===== src/rtl/reg_mask_sequencer.sv =====
// Load/store-multiple sequencer: walks a register-select mask highest bit first,
// issuing one register/address transfer per handshake. Optional macro REGSEQ_XFER_COUNT_EN adds xfer_count.
module reg_mask_sequencer #(
  parameter int unsigned MASK_W = 31,
  parameter int unsigned IDX_W  = 5,
  parameter int unsigned ADDR_W = 16
) (
  input  logic              clk,
  input  logic              rst,
  input  logic              start,
  input  logic [MASK_W-1:0] mask_in,
  input  logic [ADDR_W-1:0] base_addr,
  input  logic              is_store,
  output logic [MASK_W-1:0] mask_vec,
  input  logic [IDX_W-1:0]  enc_code,
  output logic              xfer_valid,
  input  logic              xfer_ready,
  output logic [IDX_W-1:0]  xfer_reg,
  output logic [ADDR_W-1:0] xfer_addr,
  output logic              xfer_store,
  output logic              busy,
`ifdef REGSEQ_XFER_COUNT_EN
  output logic [IDX_W:0]    xfer_count,
`endif
  output logic              done
);

  localparam logic [1:0] IDLE = 2'd0;
  localparam logic [1:0] RUN  = 2'd1;
  localparam logic [1:0] DONE = 2'd2;

  logic [1:0]        state;
  logic [1:0]        state_nxt;
  logic [MASK_W-1:0] mask_clr_c;
  logic              start_acc_c;
  logic              xfer_fire_c;

  // Handshake and encoder pass-through are combinational so a transfer issues every cycle.
  assign xfer_valid  = (state == RUN) && (mask_vec != '0);
  assign xfer_reg    = (state == RUN) ? enc_code : '0;
  assign xfer_fire_c = xfer_valid && xfer_ready;
  assign start_acc_c = (state == IDLE) && start;
  assign mask_clr_c  = mask_vec & ~(MASK_W'(1) << enc_code);
  assign busy        = (state == RUN) || (state == DONE);
  assign done        = (state == DONE);

  always_ff @(posedge clk) begin
    if (rst) begin
      state <= IDLE;
    end else begin
      state <= state_nxt;
    end
  end

  always_comb begin
    state_nxt = state;
    case (state)
      IDLE: begin
        if (start) begin
          state_nxt = (mask_in != '0) ? RUN : DONE;
        end
      end
      RUN: begin
        if (xfer_fire_c && (mask_clr_c == '0)) begin
          state_nxt = DONE;
        end
      end
      DONE:    state_nxt = IDLE;
      default: state_nxt = IDLE;
    endcase
  end

  // An illegal enc_code (bit already clear) leaves the mask alone but still advances the address.
  always_ff @(posedge clk) begin
    if (rst) begin
      mask_vec   <= '0;
      xfer_addr  <= '0;
      xfer_store <= 1'b0;
    end else if (start_acc_c) begin
      mask_vec   <= mask_in;
      xfer_addr  <= base_addr;
      xfer_store <= is_store;
    end else if (xfer_fire_c) begin
      mask_vec   <= mask_clr_c;
      xfer_addr  <= xfer_addr + ADDR_W'(1);
    end
  end

`ifdef REGSEQ_XFER_COUNT_EN
  localparam int unsigned CNT_W = IDX_W + 1;

  always_ff @(posedge clk) begin
    if (rst) begin
      xfer_count <= '0;
    end else if (start_acc_c) begin
      xfer_count <= '0;
    end else if (xfer_fire_c) begin
      xfer_count <= xfer_count + CNT_W'(1);
    end
  end
`endif

endmodule

===== config.mk =====
export PLATFORM = sky130hd
export DESIGN_NAME = reg_mask_sequencer
export DESIGN_NICKNAME = d
export VERILOG_FILES = /design/src/rtl/reg_mask_sequencer.sv
export SDC_FILE = /design/constraint.sdc
export NUM_CORES = 1
export LEC_CHECK = 0
export ABC_CLOCK_PERIOD_IN_PS = 1800
export BUFFER_PORTS_ARGS = -buffer_cell sky130_fd_sc_hd__buf_2
export CORE_ASPECT_RATIO = 1.4
export CORE_MARGIN = 1
export CORE_UTILIZATION = 45
export CTS_CLUSTER_DIAMETER = 80
export CTS_CLUSTER_SIZE = 28
export DETAILED_ROUTE_END_ITERATION = 16
export PLACE_DENSITY = 0.77
export SETUP_SLACK_MARGIN = 0.4
export SLEW_MARGIN = 15
export SYNTH_ARGS = -nofsm -noshare
export SYNTH_HDL_FRONTEND = slang
export SYNTH_SLANG_ARGS = --single-unit

===== constraint.sdc =====
create_clock -name clk -period 1.8 [get_ports clk]
set_input_delay 0.36 -clock clk [delete_from_list [all_inputs] [get_ports clk]]
set_output_delay 0.36 -clock clk [all_outputs]
set_load 0.01 [all_outputs]

==> flow_metrics.py <==
metrics = {
    "outcome": {
        "status": "finished with violations",
        "violations": "setup timing",
    },
    "logic_synthesis": {
        "yosysUniqueCellTypes": 47,
        "synth_simple_gate_area_frac": 0.275,
        "synthXorXnorAreaFrac": 0.0327,
        "synthArstFlopShare": 0,
        "syn-num-nets": 435,
        "synth_top_family_by_area": "compound AO/OA/AOI/OAI gates",
        "synth.avg_cell_area_um2": 7.89,
        "yosysWarnings": 0,
        "synth-compound-area-share": 0.275,
        "synth.area.mux_share": 0.00382,
        "synth_cells": 374,
        "synth_seq_cells": 50,
        "synthAdderAreaFrac": 0.0170,
        "syn_area_um2": 2950,
        "yosysSeqAreaShare": 0.339,
        "synth_flop_cell": "dfxtp_1",
        "synth-edff-count": 0,
    },
    "clock_network": {
        "cts-root-buf": "clkbuf_8",
        "cts_tree": "yes",
        "clock_latency_ns": 0.31,
        "ctsHtreeMaxLevel": 2,
        "hold_buffers": 0,
        "path_clk_slew_ns": 0.09,
        "clock-sinks": 50,
        "cts_inserted_buffers": 5,
        "clk_path_buf_depth": 2,
    },
    "drt": {
        "initialDrtViolationCount": 295,
        "viasPerCell": 6.11,
        "vias": 3783,
        "wirelength_um": 11400,
        "final_antenna_net_count": 0,
        "drcViolationCount": 0,
        "dr.pass1.iters": 4,
        "wl_per_cell_um": 18.3,
    },
    "worst_setup_path": {
        "critPathMaxStageDelay_ns": 0.35,
        "reg2reg_depth": 8,
        "crit_fanout": 2,
        "start_kind": "register",
        "crit_type": "reg2out",
        "r2r_start": "mask_vec[4]",
        "path_buf_inv": 2,
        "path_cells": "nor4_4 > nand4_1 > buf_6 > o21a_1 > buf_2",
        "reg2reg_slack_ns": -0.23,
        "path_delay_family": "simple AND/OR/NAND/NOR gates",
        "worst_setup_path_end_kind": "output pin",
        "critPathSlowestCell": "dfxtp_2",
        "cp.required_ns": 1.44,
        "cp.arrival_ns": 1.70,
        "reg2reg_to": "xfer_addr[8]",
    },
    "min_path": {
        "whs_endpoint": "mask_vec[5]",
        "min-delay-start": "mask_in[5]",
        "whs_path_depth": 3,
        "hold_path_class": "in2reg",
    },
    "final_layout": {
        "syn_to_final_growth_pct": 58.5,
        "stdcell_count": 619,
        "final_layout_size_suffix_gt1_frac": 0.508,
        "fin_area_um2": 4680,
        "insertedDiodeCount": 0,
        "num-nets-final": 607,
        "nFillCells": 471,
        "most-common-layout-cells": "buf_2, buf_4, nand2_1",
        "final_common_cell": "buf_2",
    },
    "power_and_ir_drop": {
        "p_sw_mw": 1.50,
        "pwr-share-clk": 0.176,
        "p_leak_nw": 1.95,
        "pwr-share-seq": 0.353,
        "p_per_area_nw_per_um2": 861,
        "vdd.ir_drop.worst_uv": 787,
        "p_int_mw": 2.52,
        "power_frac_comb": 0.471,
        "switching_share": 0.374,
    },
    "timing": {
        "skew_ns": 0.00570,
        "rsz0062_at_grt": "yes",
        "period_needed_ns": 2.06,
        "setup_viol": 49,
        "layout_setup_ws_ns": -0.263,
        "hold_violations": 0,
        "worst_pin_slew_ns": 0.591,
        "timing.final.crit_share": 1.15,
        "max_freq_mhz": 485,
        "slew_viol_final": 0,
        "max_slew_margin": 0.606,
    },
    "global_route": {
        "grt_pass1_vias": 3689,
        "grt_usage": 0.323,
        "grt_max_degree": 34,
        "grt_antenna_before_repair": 0,
        "grt_pass1_wl_um": 17700,
        "overflow": 0,
    },
    "floorplanning": {
        "rows": 34,
        "dieArea_um2": 6890,
        "ios": 113,
        "core_um2": 6250,
        "die_h_um": 97.8,
        "die_width_um": 70.4,
        "start_util": 0.472,
    },
    "placed_design": {
        "place_area_um2": 4150,
        "dpl.cell_count": 600,
        "port_buffers": 112,
        "place_congestion": 0.924,
        "place_hpwl_um": 8190,
    },
    "job": {
        "cap_violations": 0,
    },
}
state kept, by name (all words and copies together) (netlist names):
| signal | count |
|---|---|
| state | 2 |
| xfer_store | 1 |
| mask_vec | 31 |
| xfer_addr | 16 |
kinds of logic (layout without fill, tap and decap cells):
logic type / count (synthesis) / count (layout)
compound gates: 116 / 116
xor+xnor: 11 / 11
fa+ha+maj: 4 / 4
buf+inv: 39 / 212
flops: 50 / 50
mux: 1 / 1
simple gates: 153 / 153
synth_stat cells (2+ instances only):
cell type,count,area (um2)
o211ai_1,24,180
nor4_1,15,93.8
a211oi_1,11,82.6
ha_1,4,50.1
nand3b_1,3,22.5
or2_2,2,12.5
a21oi_1,33,165
o32ai_1,10,87.6
a31oi_1,2,12.5
buf_4,2,15.0
buf_2,4,20.0
clkbuf_1,25,93.8
o311ai_0,7,61.3
o32a_1,2,20.0
dfxtp_1,50,1000
nand2b_1,2,12.5
nor2_1,27,101
xor2_1,4,35.0
nor4b_1,2,17.5
and3_1,4,25.0
nor3_1,14,70.1
nand3_1,5,25.0
o2111ai_1,2,17.5
xnor2_1,7,61.3
or3_1,11,68.8
a311oi_1,5,43.8
o21a_1,4,30.0
nor3b_1,2,15.0
and2_1,7,43.8
nand2_1,44,165
o21ai_0,10,50.1
nand4_1,7,43.8
nor4_4,2,42.5
inv_1,6,22.5
or3b_1,3,26.3
worst max path at each step:
| stage | slack [ns] | depth (start not counted) | from | end |
|---|---|---|---|---|
| after floorplan | -0.15 | 8 | enc_code[4] | state[0] |
| after global placement | -0.25 | 6 | enc_code[2] | state[0] |
| after detailed placement | -0.31 | 6 | enc_code[2] | state[0] |
| after CTS | -0.24 | 5 | mask_vec[23] | xfer_valid |
| after global routing | -0.32 | 8 | mask_vec[4] | xfer_addr[10] |
| final | -0.26 | 5 | mask_vec[4] | xfer_valid |
area by class of cell:
class	instances	area [um2]	area share
Inverter	6	25.0	0.00535
Sequential cell	50	1040	0.223
Clock inverter	2	12.5	0.00268
Multi-Input combinational cell	285	2070	0.443
Tap cell	72	90.1	0.0193
Timing Repair Buffer	198	1350	0.289
Clock buffer	6	82.6	0.0177
worst register-to-register path, cell delays in order (launching register included):
cell and delay (ns):
dfxtp_2 0.35, nor4_4 0.32, nand4_1 0.23, buf_6 0.19, buf_6 0.12, o2111ai_4 0.29, nor3_2 0.10, xnor2_1 0.14
a211oi_1 0.21
metal layers:
metal	routed length [um]	GRT usage	vias to the layer above
li1	-	-	1761
met1	4230	0.362	1806
met2	5840	0.568	174
met3	724	0.0526	42
met4	558	0.183	0
met5	0	0	-
power by group through the flow:
| stage | logic (mW) | clock network, mW | registers (mW) |
|---|---|---|---|
| 2_1_floorplan | 0.723 | 0 | 1.51 |
| 3_3_place_gp | 1.48 | 0 | 1.41 |
| 3_5_place_dp | 1.51 | 0 | 1.41 |
| 4_1_cts | 1.73 | 0.702 | 1.41 |
| 5_1_grt | 2.03 | 0.755 | 1.44 |
| 6_report | 1.90 | 0.708 | 1.42 |
per-stage QoR:
| stage | setup slack [ns] | hold WS [ns] | setup TNS, ns | power, mW | utilization |
|---|---|---|---|---|---|
| after floorplan | -0.151 | 0.481 | -0.635 | 2.23 | - |
| after global placement | -0.251 | 0.447 | -5.15 | 2.89 | 0.664 |
| after detailed placement | -0.311 | 0.449 | -7.38 | 2.92 | 0.664 |
| after CTS | -0.241 | 0.281 | -3.63 | 3.84 | 0.724 |
| after global routing | -0.320 | 0.285 | -10.84 | 4.22 | 0.748 |
| final | -0.263 | 0.278 | -6.71 | 4.03 | 0.748 |
what timing repair did:
item | CTS | global route
pin swaps | 27 | 16
setup buffers | 6 | 3
gates cloned | 0 | 2
setup endpoints to repair | 58 | 59
gates resized for setup | 43 | 25
Power figures use the tool's default switching activity.
